### src/rtl/gpio_in_debounce.sv
// GPIO input conditioning: per-bit 2-flop synchronizer followed by a tick-sampled
// debounce filter, with rise/fall strobes and a sticky change-pending flag.
module gpio_in_debounce #(
    parameter int                 WIDTH          = 32,
    parameter int                 TICK_DIV       = 50000,
    parameter int                 STABLE_SAMPLES = 4,
    parameter logic [WIDTH-1:0]   RESET_VALUE    = '0
) (
    input  logic             CLK0_PAD,
    input  logic             DEVRST_N,
    input  logic [WIDTH-1:0] GPIO_PAD,
    input  logic             CHG_CLR,
    output logic [WIDTH-1:0] GPIO_IN_DB,
    output logic [WIDTH-1:0] GPIO_RISE,
    output logic [WIDTH-1:0] GPIO_FALL,
    output logic             CHG_PEND
);

    localparam int             PW         = (TICK_DIV > 1) ? $clog2(TICK_DIV) : 1;
    localparam int             CW         = $clog2(STABLE_SAMPLES + 1);
    localparam logic [PW-1:0]  PRESC_LAST = PW'(TICK_DIV - 1);
    localparam logic [CW-1:0]  CNT_LAST   = CW'(STABLE_SAMPLES - 1);

    logic [WIDTH-1:0] sync1_reg, sync2_reg;
    logic [WIDTH-1:0] db_reg, db_next;
    logic [WIDTH-1:0] rise_reg, rise_next;
    logic [WIDTH-1:0] fall_reg, fall_next;
    logic [PW-1:0]    presc_reg;
    logic             chg_reg;
    logic             tick;
    logic [CW-1:0]    cnt_reg  [WIDTH];
    logic [CW-1:0]    cnt_next [WIDTH];

    assign tick = (presc_reg == PRESC_LAST);

    genvar gi;
    generate
        for (gi = 0; gi < WIDTH; gi++) begin : g_bit
            logic mismatch;
            logic accept;

            assign mismatch = sync2_reg[gi] ^ db_reg[gi];
            assign accept   = mismatch & tick & (cnt_reg[gi] == CNT_LAST);

            // Any cycle where the input agrees with the debounced level restarts the count.
            assign cnt_next[gi]  = (!mismatch || accept) ? '0 :
                                   (tick ? cnt_reg[gi] + CW'(1) : cnt_reg[gi]);
            assign db_next[gi]   = accept ? sync2_reg[gi] : db_reg[gi];
            assign rise_next[gi] = accept &  sync2_reg[gi];
            assign fall_next[gi] = accept & ~sync2_reg[gi];
        end
    endgenerate

    always_ff @(posedge CLK0_PAD or negedge DEVRST_N) begin
        if (!DEVRST_N) begin
            sync1_reg <= RESET_VALUE;
            sync2_reg <= RESET_VALUE;
            db_reg    <= RESET_VALUE;
            rise_reg  <= '0;
            fall_reg  <= '0;
            presc_reg <= '0;
            chg_reg   <= 1'b0;
            for (int i = 0; i < WIDTH; i++) begin
                cnt_reg[i] <= '0;
            end
        end else begin
            sync1_reg <= GPIO_PAD;
            sync2_reg <= sync1_reg;
            db_reg    <= db_next;
            rise_reg  <= rise_next;
            fall_reg  <= fall_next;
            presc_reg <= tick ? '0 : presc_reg + PW'(1);
            // A new edge takes priority over a clear arriving in the same cycle.
            if (|(rise_reg | fall_reg)) begin
                chg_reg <= 1'b1;
            end else if (CHG_CLR) begin
                chg_reg <= 1'b0;
            end
            for (int i = 0; i < WIDTH; i++) begin
                cnt_reg[i] <= cnt_next[i];
            end
        end
    end

    assign GPIO_IN_DB = db_reg;
    assign GPIO_RISE  = rise_reg;
    assign GPIO_FALL  = fall_reg;
    assign CHG_PEND   = chg_reg;

endmodule

### config.mk
export PLATFORM = sky130hd
export DESIGN_NAME = gpio_in_debounce
export DESIGN_NICKNAME = d
export VERILOG_FILES = /design/src/rtl/gpio_in_debounce.sv
export SDC_FILE = /design/constraint.sdc
export NUM_CORES = 1
export LEC_CHECK = 0
export CAP_MARGIN = 30
export CORE_ASPECT_RATIO = 1.75
export CORE_MARGIN = 10
export CORE_UTILIZATION = 50
export CTS_CLUSTER_DIAMETER = 120
export CTS_CLUSTER_SIZE = 10
export DETAILED_ROUTE_END_ITERATION = 10
export GPL_ROUTABILITY_DRIVEN = 1
export HOLD_SLACK_MARGIN = 0.03
export PLACE_DENSITY = 0.73
export SYNTH_ARGS = -nofsm -noshare
export SYNTH_HDL_FRONTEND = slang
export SYNTH_SLANG_ARGS = --single-unit
### constraint.sdc
create_clock -name CLK0_PAD -period 3.3 [get_ports CLK0_PAD]
set_input_delay 0.33 -clock CLK0_PAD [delete_from_list [all_inputs] [get_ports CLK0_PAD]]
set_output_delay 0.33 -clock CLK0_PAD [all_outputs]
set_load 0.005 [all_outputs]
Yosys cells after proc, flatten, opt, wreduce, memory -nomap -nowiden
Index checks and enable logic that the tools add are counted.

Output and inout port bits: 97. Register bits after elaboration: 273. Input port bits: 35.

Add/subtract/negate cells: 33. Bitwise logic cells: 193. Equal/unequal tests: 33. Muxes and demuxes: 67. Reduce and logical (&&, ||, !) cells: 98.

Operators with widths (count): two-way mux 3 bit (64); AND 1 bit (128); adder 3 x 1 -> 3 bit, second input constant (32); equality test 3 x 2 -> 1 bit, second input constant (32); nonzero test 2 bit (33); logical NOT 1 bit (32); logical OR 1 bit (32); inverter 1 bit (32); OR 32 bit (1); OR reduction 32 bit (1); XOR 1 bit (32); adder 16 x 1 -> 16 bit, second input constant (1); equality test 16 bit, second input constant (1); two-way mux 16 bit (1); two-way mux 1 bit (2).

Logic depth before layout (Yosys ltp)
Gate-level depths: netlist of the first run.

Word-level depth: 5. Depth in mapped cells: 8.

Worst setup path after synthesis of the first run
OpenSTA, ideal clock, no wires.

Path kind: reg-to-reg. Start: register presc_reg[10]. End: register cnt_reg[55] in the netlist's numbering. Path slack: 1004 ps. Period minus slack after synthesis: 2296 ps. Path buffers: 3. Stages on the path, launching flop included: 8. Data arrival time: 2166 ps. Required time: 3170 ps. Cell sequence: dfrtp_1 -> or4_4 -> or4_1 -> buf_2 -> clkbuf_1 -> clkbuf_1 -> nand2_1 -> a21oi_1.

Longest elaborated chain between the ends: 5. Elaborated cells between the ends (all ways): 6.

RTL lines: start: declaration (line 28) `logic [PW-1:0] presc_reg;`; start signal: assignment (line 72) `presc_reg <= tick ? '0 : presc_reg + PW'(1);`; equality test 16 bit * (line 34) `assign tick = (presc_reg == PRESC_LAST);`; AND 1 bit (2 in a row) (line 43) `assign accept = mismatch & tick & (cnt_reg[gi] == CNT_LAST);`; logical OR 1 bit (line 46) `assign cnt_next[gi] = (!mismatch || accept) ? '0 :`; two-way mux 3 bit or nonzero test 2 bit (tied branches); end signal: indexed assignment (line 80) `cnt_reg[i] <= cnt_next[i];`; end: declaration (line 31) `logic [CW-1:0] cnt_reg [WIDTH];`.

Mark *: on every way between the ends. The rest lies on a longest branch, timed or not. A chain may end at the register's enable or synchronous reset.

Worst setup path after layout of the first run
Start: register presc_reg[10]. End: register cnt_reg[59] in the netlist's numbering.

Same word-level chain as after synthesis.

==> key figures, run 1 <==
Power
  • Max VDD drop: between 0.0003 and 0.0004 V
  • Power per standard cell area: about 470 nW/um^2
  • Static leakage power: around 6 nW
  • Power Total: ~0.0064 W

Floorplanning
  • Cell row count: around 70
  • Starting Density: between 50% and 60%
  • Die X: 133 microns
  • Die Area: approximately 29,000 sq um
  • Die Y: 217 microns
  • IO Pins: between 100 and 150
  • CORE AREA: 22,000 sq um

Place
  • GPL Wtd Cong: 0.758
  • Dpl hpwl: roughly 16,000 microns
  • Dpl cell area: about 13,000 sq um
  • PortBufs: 131

Timing
  • Final worst-path cycle share: around four fifths
  • Worst-Margin Slew: around 0.84 ns
  • Slew margin rel.: between 40 and 50%
  • Endpoints failing hold: 0
  • Clock Skew: roughly 0.015 ns
  • Max Fclk: slightly below 400 MHz
  • Final TNS setup: 0 ns
  • Post-route minimum period: 2.58 ns
  • Max-slew violation count: 0
  • Final setup viols: 0
  • Unrepaired setup endpoints after global routing: no

Clocking
  • Max clock buf depth: 3
  • CTS buffer count: 31
  • Clock transition at path regs: roughly 0.060 ns
  • Worst-Skew Late Latency: about 0.55 ns
  • H-tree Lvls: 1
  • CTS-repair resized insts: 0
  • Setup Buffers After CTS: 0
  • Root Driver: clkbuf_16
  • Sink Count: ~270
  • Clock tree from TritonCTS: done

Yosys
  • Syn Area/Cell: approximately 12 sq um
  • Library cells used by synthesis: 29
  • Area share of the leading cell type in the synthesized netlist: between 60% and 70%
  • Yosys warnings: 0
  • Seq/Total Area, Yosys: 61.6%
  • #FFs+latches synth: 273
  • Synth top area cells: dfrtp_1, ha_1, nand2_1
  • Cell count after synthesis: 921
  • Synthesized cell area: around 11,000 sq um
  • Syn_nets: 1,021
  • Largest area contributor in the netlist: dfrtp_1

GRT
  • Largest net degree at the start of global routing: 162
  • Vias in the first global route: between 7,000 and 8,000
  • Initial antenna violation count: 1
  • First-pass GRT wire length: about 38,000 microns
  • GRT Total Usage: 15.9%
  • Overflow after GRT: 0

Detailed routing
  • Post-route DRC violation count: 0
  • TritonRoute pass-1 iters: 4
  • Drt initial violations: between 300 and 400
  • Via/cell ratio: 5.29
  • Routed len/inst: about 17 microns
  • Vias: between 7,000 and 8,000
  • Routed Antenna Nets: 0
  • Drt total wl: roughly 23,000 microns

Cells and area
  • Number of flip-flops in the largest register: 96
  • Number of antenna diodes: 0
  • Fraction of layout cells with a size suffix above 1: 7.66%
  • Post-route cell area: about 14,000 sq um
  • Final nets: 1,171
  • Layout area overhead: 22.6%

Min path
  • Hold Path Depth: 1
  • Worst Hold Class: in -> reg
  • Hold Startpoint: GPIO_PAD[21]

Critical path
  • Max Fanout on Critical Path: around 160
  • Worst Path Arrival: around 3.1 ns
  • FF-to-FF path depth: 5
  • CP Capture Type: flop
  • RR Startpoint: presc_reg[10]
  • Crit path launch type: flop
  • Worst setup startpoint: presc_reg[10]
  • Critical path class: reg -> reg
  • Data required, critical path: between 3 and 4 ns

Run status
  • Outcome: complete, no violations

Job
  • Maximum capacitance violations: 0
[synthesized netlist by cell type]
| cell type | number |
|---|---|
| xor2_1 | 4 |
| o2111ai_1 | 1 |
| xnor2_1 | 40 |
| nor3b_1 | 64 |
| inv_1 | 35 |
| or3_1 | 65 |
| or4_4 | 1 |
| mux2_2 | 32 |
| and2_1 | 1 |
| nand2_1 | 133 |
| nand3b_1 | 32 |
| or4b_2 | 1 |
| buf_6 | 1 |
| clkbuf_2 | 6 |
| nor4_1 | 20 |
| buf_2 | 3 |
| or4_1 | 1 |
| dfrtp_1 | 273 |
| nor2_1 | 8 |
| or3b_2 | 1 |
| nor4_2 | 1 |
| nand3_1 | 5 |
| nand4b_1 | 1 |
| o21ai_0 | 2 |
| ha_1 | 65 |
| nor3_1 | 5 |
| clkbuf_1 | 15 |
| a21oi_1 | 97 |
| nand4_1 | 8 |
[cells in the final DEF, fill, tap and decap left out, drive strengths merged]
| cell type | Yosys | routed |
|---|---|---|
| a21oi | 97 | 97 |
| and2 | 1 | 1 |
| buf | 4 | 11 |
| clkbuf | 21 | 31 |
| clkdlybuf4s50 | 0 | 130 |
| dfrtp | 273 | 273 |
| dlygate4sd3 | 0 | 1 |
| ha | 65 | 65 |
| inv | 35 | 37 |
| mux2 | 32 | 32 |
| nand2 | 133 | 133 |
| nand3 | 5 | 5 |
| nand3b | 32 | 32 |
| nand4 | 8 | 8 |
| nand4b | 1 | 1 |
| nor2 | 8 | 8 |
| nor3 | 5 | 5 |
| nor3b | 64 | 64 |
| nor4 | 21 | 21 |
| o2111ai | 1 | 1 |
| o21ai | 2 | 2 |
| or3 | 65 | 65 |
| or3b | 1 | 1 |
| or4 | 2 | 2 |
| or4b | 1 | 1 |
| xnor2 | 40 | 40 |
| xor2 | 4 | 4 |
[final cells by class]
type | instances | area (sq um)
clock inverters | 2 | 17.5
flip-flops and latches | 273 | 6830
multi-input cells | 588 | 4030
clock buffers | 31 | 776
repair buffers | 142 | 1440
well taps | 296 | 370
fillers | 1813 | 8390
inverters | 35 | 131
[timing repair]
item	in CTS	in global routing
hold buffers	1	0
setup endpoints to repair	0	0
endpoints found under the hold margin	85	0
[path summary, 6_finish.rpt]
path / endpoint / slack, ns
worst max-delay path: cnt_reg[59] / 0.72
worst min register to register: sync2_reg[28] / 0.34
min in group asynchronous: sync1_reg[31] / 0.38
worst max register to register: cnt_reg[59] / 0.72
worst min-delay path: sync1_reg[21] / 0.22
max in group asynchronous: GPIO_FALL[9] / 1.93
[worst max-delay path: stages (launching register included)]
cell     delay (ns)
dfrtp_1        0.43
or4_4          0.60
or4_4          0.57
buf_12         0.27
or3_1          0.40
a21oi_1        0.17
[per-layer routing]
layer / global-route usage (%) / routed length (microns)
met5: 0 / 0
met4: 5.30 / 550
met3: 3.53 / 1100
met2: 29.3 / 12200
met1: 17.7 / 8870
[where the power goes]
group | switching [W] | internal [W]
Combinational | 0.0000881 | 0.0000597
Clock | 0.00120 | 0.00164
Sequential | 0.0000272 | 0.00339
Total | 0.00131 | 0.00509
[logic make-up (layout without fill, tap and decap cells)]
kind of cell / count (synthesis) / in the layout / share of synthesized area (%)
AND/OR/NAND/NOR: 347 / 347 / 17.6
flip-flops: 273 / 273 / 61.6
AO/OA/AOI/OAI: 100 / 100 / 4.55
adder cells (fa/ha/maj): 65 / 65 / 7.34
buffers and inverters: 60 / 210 / 2.20
XOR/XNOR: 44 / 44 / 3.48
multiplexers: 32 / 32 / 3.25
[per-stage QoR]
stage / worst slack [ns] / hold WS [ns] / util (%) / std cells
3_5_place_dp: 0.763 / 0.336 / 58.2 / 1333
5_1_grt: 0.646 / 0.203 / 61.8 / 1367
2_1_floorplan: 1.00 / 0.0344 / - / 921
3_3_place_gp: 0.839 / 0.332 / 58.2 / 1333
6_report: 0.717 / 0.220 / 61.8 / 1367
4_1_cts: 0.750 / 0.198 / 61.8 / 1367
Power figures use the tool's default switching activity.
==> inputs of run 2 (changes only) <==
==> constraint.sdc (replaced) <==
create_clock -name CLK0_PAD -period 2.45 [get_ports CLK0_PAD]
set_input_delay 0.245 -clock CLK0_PAD [delete_from_list [all_inputs] [get_ports CLK0_PAD]]
set_output_delay 0.245 -clock CLK0_PAD [all_outputs]
set_load 0.005 [all_outputs]
==> run 2 against run 1 <==
Effect of this change:
- register-to-register slack got worse by 0.55 ns
- cell count increased by 1.2%
- flip-flop and latch count unchanged
- non-clock buffer count increased by 17
- cell area increased by 1.7%
- setup slack got worse by 0.55 ns
- sequential power increased by 35%
- wire length increased by 4.9%
- via count increased by 2.0%
- clock power increased by 36%
- combinational power increased by 39%
- critical path type unchanged
==> key figures, run 2 (synthesis results as in run 1) <==
Run status
  • Outcome: complete, no violations (unchanged)

Detailed routing
  • Routed Antenna Nets: 0 (unchanged)
  • Post-route DRC violation count: 0 (unchanged)
  • Via/cell ratio: 5.33 (was 5.29)
  • Drt total wl: 23,900 microns (was 22,700 microns)
  • Routed len/inst: 17.2 microns (was 16.6 microns)
  • Vias: 7,377 (was 7,231)
  • TritonRoute pass-1 iters: 4 (unchanged)
  • Drt initial violations: 390 (was 394)

Clocking
  • CTS buffer count: 31 (unchanged)
  • Worst-Skew Late Latency: 0.56 ns (was 0.55 ns)
  • H-tree Lvls: 1 (unchanged)
  • Sink Count: 273 (unchanged)
  • Max clock buf depth: 3 (unchanged)
  • Root Driver: clkbuf_16 (unchanged)
  • Clock transition at path regs: 0.06 ns (about the same)
  • Clock tree from TritonCTS: done (unchanged)

Critical path
  • CP top delay family: simple AND/OR/NAND/NOR gates (unchanged)
  • CP Buf/Inv Count: 1 (unchanged)
  • Cells along the critical path: or3b_4 > or4_4 > clkbuf_16 > or3_1 > a21oi_1 (was or4_4 > or4_4 > buf_12 > or3_1 > a21oi_1)
  • Crit path launch type: flop (unchanged)
  • CP peak stage delay: 0.64 ns (was 0.60 ns)
  • CP Capture Type: flop (unchanged)
  • RR Startpoint: presc_reg[7] (was presc_reg[10])
  • Worst Path Arrival: 2.76 ns (was 3.05 ns)
  • Max Fanout on Critical Path: 22 (was 161)
  • Data required, critical path: 2.93 ns (was 3.77 ns)
  • Worst path slowest cell: or4_4 (unchanged)
  • Critical path class: reg -> reg (unchanged)
  • Worst setup startpoint: presc_reg[7] (was presc_reg[10])

GRT
  • First-pass GRT wire length: 38,800 microns (was 38,300 microns)
  • Initial antenna violation count: 0 (was 1)
  • GRT Total Usage: 16.3% (was 15.9%)
  • Vias in the first global route: 7,761 (was 7,744)
  • Overflow after GRT: 0 (unchanged)
  • Largest net degree at the start of global routing: 91 (was 162)

Cells and area
  • Layout area overhead: 24.7% (was 22.6%)
  • Leading cell type in the layout, fill and taps excluded: dfrtp_1 (unchanged)
  • Final nets: 1,188 (was 1,171)
  • Fraction of layout cells with a size suffix above 1: 9.38% (was 7.66%)
  • Number of antenna diodes: 0 (unchanged)
  • Commonest cells after routing, fill and taps aside: dfrtp_1, nand2_1, clkdlybuf4s50_1, a21oi_1 (unchanged)
  • Number of flip-flops in the largest register: 96 (unchanged)

Floorplanning
  • Die Y: 217 microns (unchanged)
  • Die Area: 28,800 sq um (unchanged)
  • Starting Density: 50.4% (unchanged)
  • Cell row count: 72 (unchanged)
  • IO Pins: 132 (unchanged)
  • Die X: 133 microns (unchanged)
  • CORE AREA: 22,000 sq um (unchanged)

Power
  • Static leakage power: 5.99 nW (was 5.87 nW)
  • Max VDD drop: 0.000561 V (was 0.000394 V)
  • Register share of total power: 53.2% (was 53.4%)
  • Internal power: 0.00686 W (was 0.00509 W)
  • Power per standard cell area: 626 nW/um^2 (was 471 nW/um^2)
  • Combinational share of power: 2.4% (was 2.3%)
  • Clk pwr share: 44.5% (was 44.3%)
  • Power Total: 0.00866 W (was 0.00640 W)
  • Sw Share: 20.8% (was 20.5%)
  • Sw power: 0.00180 W (was 0.00131 W)

Timing
  • Clock Skew: 0.0104 ns (was 0.0151 ns)
  • Final worst-path cycle share: 93.1% (was 78.3%)
  • Max-slew violation count: 0 (unchanged)
  • Final TNS setup: 0 ns (unchanged)
  • Endpoints failing hold: 0 (unchanged)
  • Worst setup margin: 0.169 ns (was 0.717 ns)
  • Slew margin rel.: 55.6% (was 43.3%)
  • Post-route minimum period: 2.28 ns (was 2.58 ns)
  • Max Fclk: 438 MHz (was 387 MHz)
  • Final setup viols: 0 (unchanged)
  • Worst-Margin Slew: 0.660 ns (was 0.842 ns)
  • Unrepaired setup endpoints after global routing: no (unchanged)

Job
  • Maximum capacitance violations: 0 (unchanged)

Place
  • GPL Wtd Cong: 0.799 (was 0.758)
  • PortBufs: 131 (unchanged)
  • Pre-CTS WS: 0.0818 ns (was 0.763 ns)
  • Dpl hpwl: 16,500 microns (was 15,900 microns)

Min path
  • Hold Startpoint: GPIO_PAD[20] (was GPIO_PAD[21])
  • Worst Hold Class: in -> reg (unchanged)
[run 2: changes by cell type in the layout (fill, tap and decap cells not counted)]
cell / before / now
a21oi_1: 97 / 95
or3b_2: 1 / 0
or3b_4: 0 / 1
clkbuf_16: 31 / 34
dfrtp_2: 0 / 1
buf_16: 0 / 2
buf_4: 7 / 19
dfrtp_1: 273 / 272
a21oi_2: 0 / 2
[run 2: through the flow]
stage,util (%),area [sq um],hold WS (ns),cells
4_1_cts,62.4,13700,0.0977,1379
5_1_grt,62.9,13800,0.111,1384
2_1_floorplan,-,11100,-0.0506,921
3_5_place_dp,58.7,12900,0.219,1345
6_report,62.9,13800,0.120,1384
3_3_place_gp,58.7,12900,0.219,1345
[run 2: repair_timing]
| action | in CTS | in global routing |
|---|---|---|
| buffers inserted | 0 | 2 |
| hold buffers | 1 | 0 |
| setup endpoints to repair | 0 | 11 |
| resized for setup | 0 | 6 |
| hold endpoints to repair | 58 | 0 |
[run 2: power groups by stage]
stage	Sequential (W)	Clock [W]	Combinational [W]
after detailed placement	0.00468	0	0.000212
after CTS	0.00460	0.00397	0.000214
after global routing	0.00461	0.00414	0.000232
after floorplan	0.00467	0	0.0000402
final	0.00460	0.00385	0.000205
after global placement	0.00468	0	0.000211
[run 2: worst paths after layout]
path	slack (ns)	depth (start not counted)	endpoint
worst min register to register	0.34	0	sync2_reg[29]
worst min-delay path	0.12	1	sync1_reg[20]
max in group asynchronous	1.50	3	GPIO_RISE[12]
worst max register to register	0.17	5	cnt_reg[54]
worst max-delay path	0.17	5	cnt_reg[54]
min in group asynchronous	0.21	2	sync1_reg[31]
[run 2: layout make-up]
cell class | count | area [sq um]
fillers | 1751 | 8160
flip-flops and latches | 273 | 6830
repair buffers | 159 | 1660
clock buffers | 31 | 776
well taps | 296 | 370
clock inverters | 2 | 17.5
multi-input cells | 588 | 4040
inverters | 35 | 131
[run 2: metal layers]
metal	vias up	wire length, microns	track usage [%]
li1	3515	-	-
met1	3683	9110	17.7
met2	142	13000	29.9
met3	37	1120	3.83
met4	0	629	6.26
met5	-	0	0
==> inputs of run 3 (changes only) <==
--- a/config.mk
+++ b/config.mk
@@ -15,6 +15,7 @@
 export GPL_ROUTABILITY_DRIVEN = 1
 export HOLD_SLACK_MARGIN = 0.03
 export PLACE_DENSITY = 0.73
+export SKIP_CTS_REPAIR_TIMING = 1
 export SYNTH_ARGS = -nofsm -noshare
 export SYNTH_HDL_FRONTEND = slang
 export SYNTH_SLANG_ARGS = --single-unit
==> run 3 against run 2 <==
Effect of this change:
- clock-buffer cell count did not move
- flip-flop and latch count did not move
- sequential power hardly changed
==> key figures, run 3 (synthesis results as in run 1) <==
Detailed routing
  • Drt initial violations: 351 (was 390)
  • Drt total wl: 23,900 microns (about the same)
  • TritonRoute pass-1 iters: 4 (unchanged)
  • Via/cell ratio: 5.32 (was 5.33)
  • Routed len/inst: 17.3 microns (was 17.2 microns)
  • Post-route DRC violation count: 0 (unchanged)
  • Routed Antenna Nets: 0 (unchanged)
  • Vias: 7,369 (was 7,377)

Critical path
  • Worst setup startpoint: presc_reg[7] (unchanged)
  • Worst R2R Setup Slack: 0.17 ns (about the same)
  • Max Fanout on Critical Path: 22 (unchanged)
  • CP Capture Type: flop (unchanged)
  • FF-to-FF path depth: 5 (unchanged)
  • FF-to-FF End: cnt_reg[54] (unchanged)
  • RR Startpoint: presc_reg[7] (unchanged)
  • Critical path class: reg -> reg (unchanged)
  • Crit path launch type: flop (unchanged)
  • Worst Path Arrival: 2.76 ns (about the same)
  • Data required, critical path: 2.93 ns (about the same)

Floorplanning
  • IO Pins: 132 (unchanged)
  • Starting Density: 50.4% (unchanged)
  • Die Y: 217 microns (unchanged)
  • Die X: 133 microns (unchanged)
  • CORE AREA: 22,000 sq um (unchanged)
  • Cell row count: 72 (unchanged)
  • Die Area: 28,800 sq um (unchanged)

Power
  • Combinational share of power: 2.4% (about the same)
  • Max VDD drop: 0.000561 V (about the same)
  • Static leakage power: 5.99 nW (unchanged)
  • Internal power: 0.00686 W (about the same)
  • Register share of total power: 53.2% (about the same)
  • Sw Share: 20.7% (was 20.8%)
  • Power per standard cell area: 626 nW/um^2 (about the same)
  • Clk pwr share: 44.4% (was 44.5%)
  • Sw power: 0.00180 W (about the same)

Timing
  • Unrepaired setup endpoints after global routing: no (unchanged)
  • Clock Skew: 0.0116 ns (was 0.0104 ns)
  • Worst-Margin Slew: 0.743 ns (was 0.660 ns)
  • Slew margin rel.: 50.0% (was 55.6%)
  • Max-slew violation count: 0 (unchanged)
  • Endpoints failing hold: 0 (unchanged)
  • Final worst-path cycle share: 93.1% (about the same)
  • Final setup viols: 0 (unchanged)
  • Max Fclk: 438 MHz (unchanged)
  • Post-route minimum period: 2.28 ns (about the same)
  • Hold WS: 0.120 ns (about the same)
  • Final TNS setup: 0 ns (unchanged)

Cells and area
  • Layout area overhead: 24.7% (unchanged)
  • Number of flip-flops in the largest register: 96 (unchanged)
  • Commonest cells after routing, fill and taps aside: dfrtp_1, nand2_1, clkdlybuf4s50_1, a21oi_1 (unchanged)
  • Non-filler cells, final: 1,384 (unchanged)
  • Number of antenna diodes: 0 (unchanged)
  • Fillers: 1,751 (unchanged)
  • Post-route cell area: 13,800 sq um (unchanged)
  • Final nets: 1,188 (unchanged)
  • Leading cell type in the layout, fill and taps excluded: dfrtp_1 (unchanged)
  • Multi-input logic area: 4040 sq um (unchanged)
  • Register area: 6830 sq um (unchanged)
  • Fraction of layout cells with a size suffix above 1: 9.38% (unchanged)

Place
  • Dpl cell area: 12,900 sq um (unchanged)
  • GPL Wtd Cong: 0.799 (unchanged)
  • Dpl hpwl: 16,500 microns (unchanged)
  • PortBufs: 131 (unchanged)
  • Placed insts: 1,345 (unchanged)

Clocking
  • Max clock buf depth: 3 (unchanged)
  • Clock tree from TritonCTS: done (unchanged)
  • Sink Count: 273 (unchanged)
  • Worst-Skew Late Latency: 0.56 ns (about the same)
  • H-tree Lvls: 1 (unchanged)
  • Root Driver: clkbuf_16 (unchanged)
  • CTS buffer count: 31 (unchanged)
  • Clock transition at path regs: 0.06 ns (about the same)

GRT
  • First-pass GRT wire length: 38,700 microns (was 38,800 microns)
  • Largest net degree at the start of global routing: 91 (unchanged)
  • Initial antenna violation count: 0 (unchanged)
  • Overflow after GRT: 0 (unchanged)
  • Vias in the first global route: 7,755 (was 7,761)
  • GRT Total Usage: 16.3% (about the same)

Min path
  • Hold Path Sink: sync1_reg[20] (unchanged)
  • Hold Path Depth: 1 (unchanged)
  • Worst Hold Class: in -> reg (unchanged)
  • Hold Startpoint: GPIO_PAD[20] (unchanged)

Job
  • Maximum capacitance violations: 0 (unchanged)

Run status
  • Outcome: complete, no violations (unchanged)
[run 3: area by class of cell]
type | instances | share of cell area [%]
clock buffers | 31 | 5.61
flip-flops and latches | 273 | 49.4
repair buffers | 159 | 12.0
inverters | 35 | 0.950
multi-input cells | 588 | 29.2
clock inverters | 2 | 0.127
well taps | 296 | 2.68
[run 3: power by group through the flow]
stage / combinational (W) / sequential (W) / clock (W)
final: 0.000205 / 0.00460 / 0.00385
after global routing: 0.000232 / 0.00461 / 0.00414
after CTS: 0.000213 / 0.00460 / 0.00397
after detailed placement: 0.000212 / 0.00468 / 0
after global placement: 0.000211 / 0.00468 / 0
after floorplan: 0.0000402 / 0.00467 / 0
[run 3: layer usage]
layer,GRT usage [%],vias to the layer above,wire [microns]
li1,-,3515,-
met1,17.7,3660,9030
met2,29.8,155,13000
met3,3.83,39,1220
met4,6.26,0,644
met5,0,-,0
[run 3: how the worst max path moves through the flow]
stage | to | slack (ns) | cells past startpoint
CTS | cnt_reg[59] | 0.07 | 5
global placement | cnt_reg[60] | 0.13 | 5
detailed placement | cnt_reg[59] | 0.08 | 5
finish | cnt_reg[54] | 0.17 | 5
global route | GPIO_FALL[16] | 0.03 | 5
floorplan | cnt_reg[55] | 0.15 | 7
[run 3: worst max-delay path: stages (launching register included)]
cell	delay, ns
dfrtp_2	0.44
or3b_4	0.42
or4_4	0.64
clkbuf_16	0.23
or3_1	0.31
a21oi_1	0.16
[run 3: stage by stage]
stage	utilization (%)	power, W	worst slack, ns
2_1_floorplan	-	0.00471	0.154
3_3_place_gp	58.7	0.00489	0.125
3_5_place_dp	58.7	0.00489	0.0818
4_1_cts	62.3	0.00879	0.0650
5_1_grt	62.9	0.00898	0.0339
6_report	62.9	0.00866	0.169
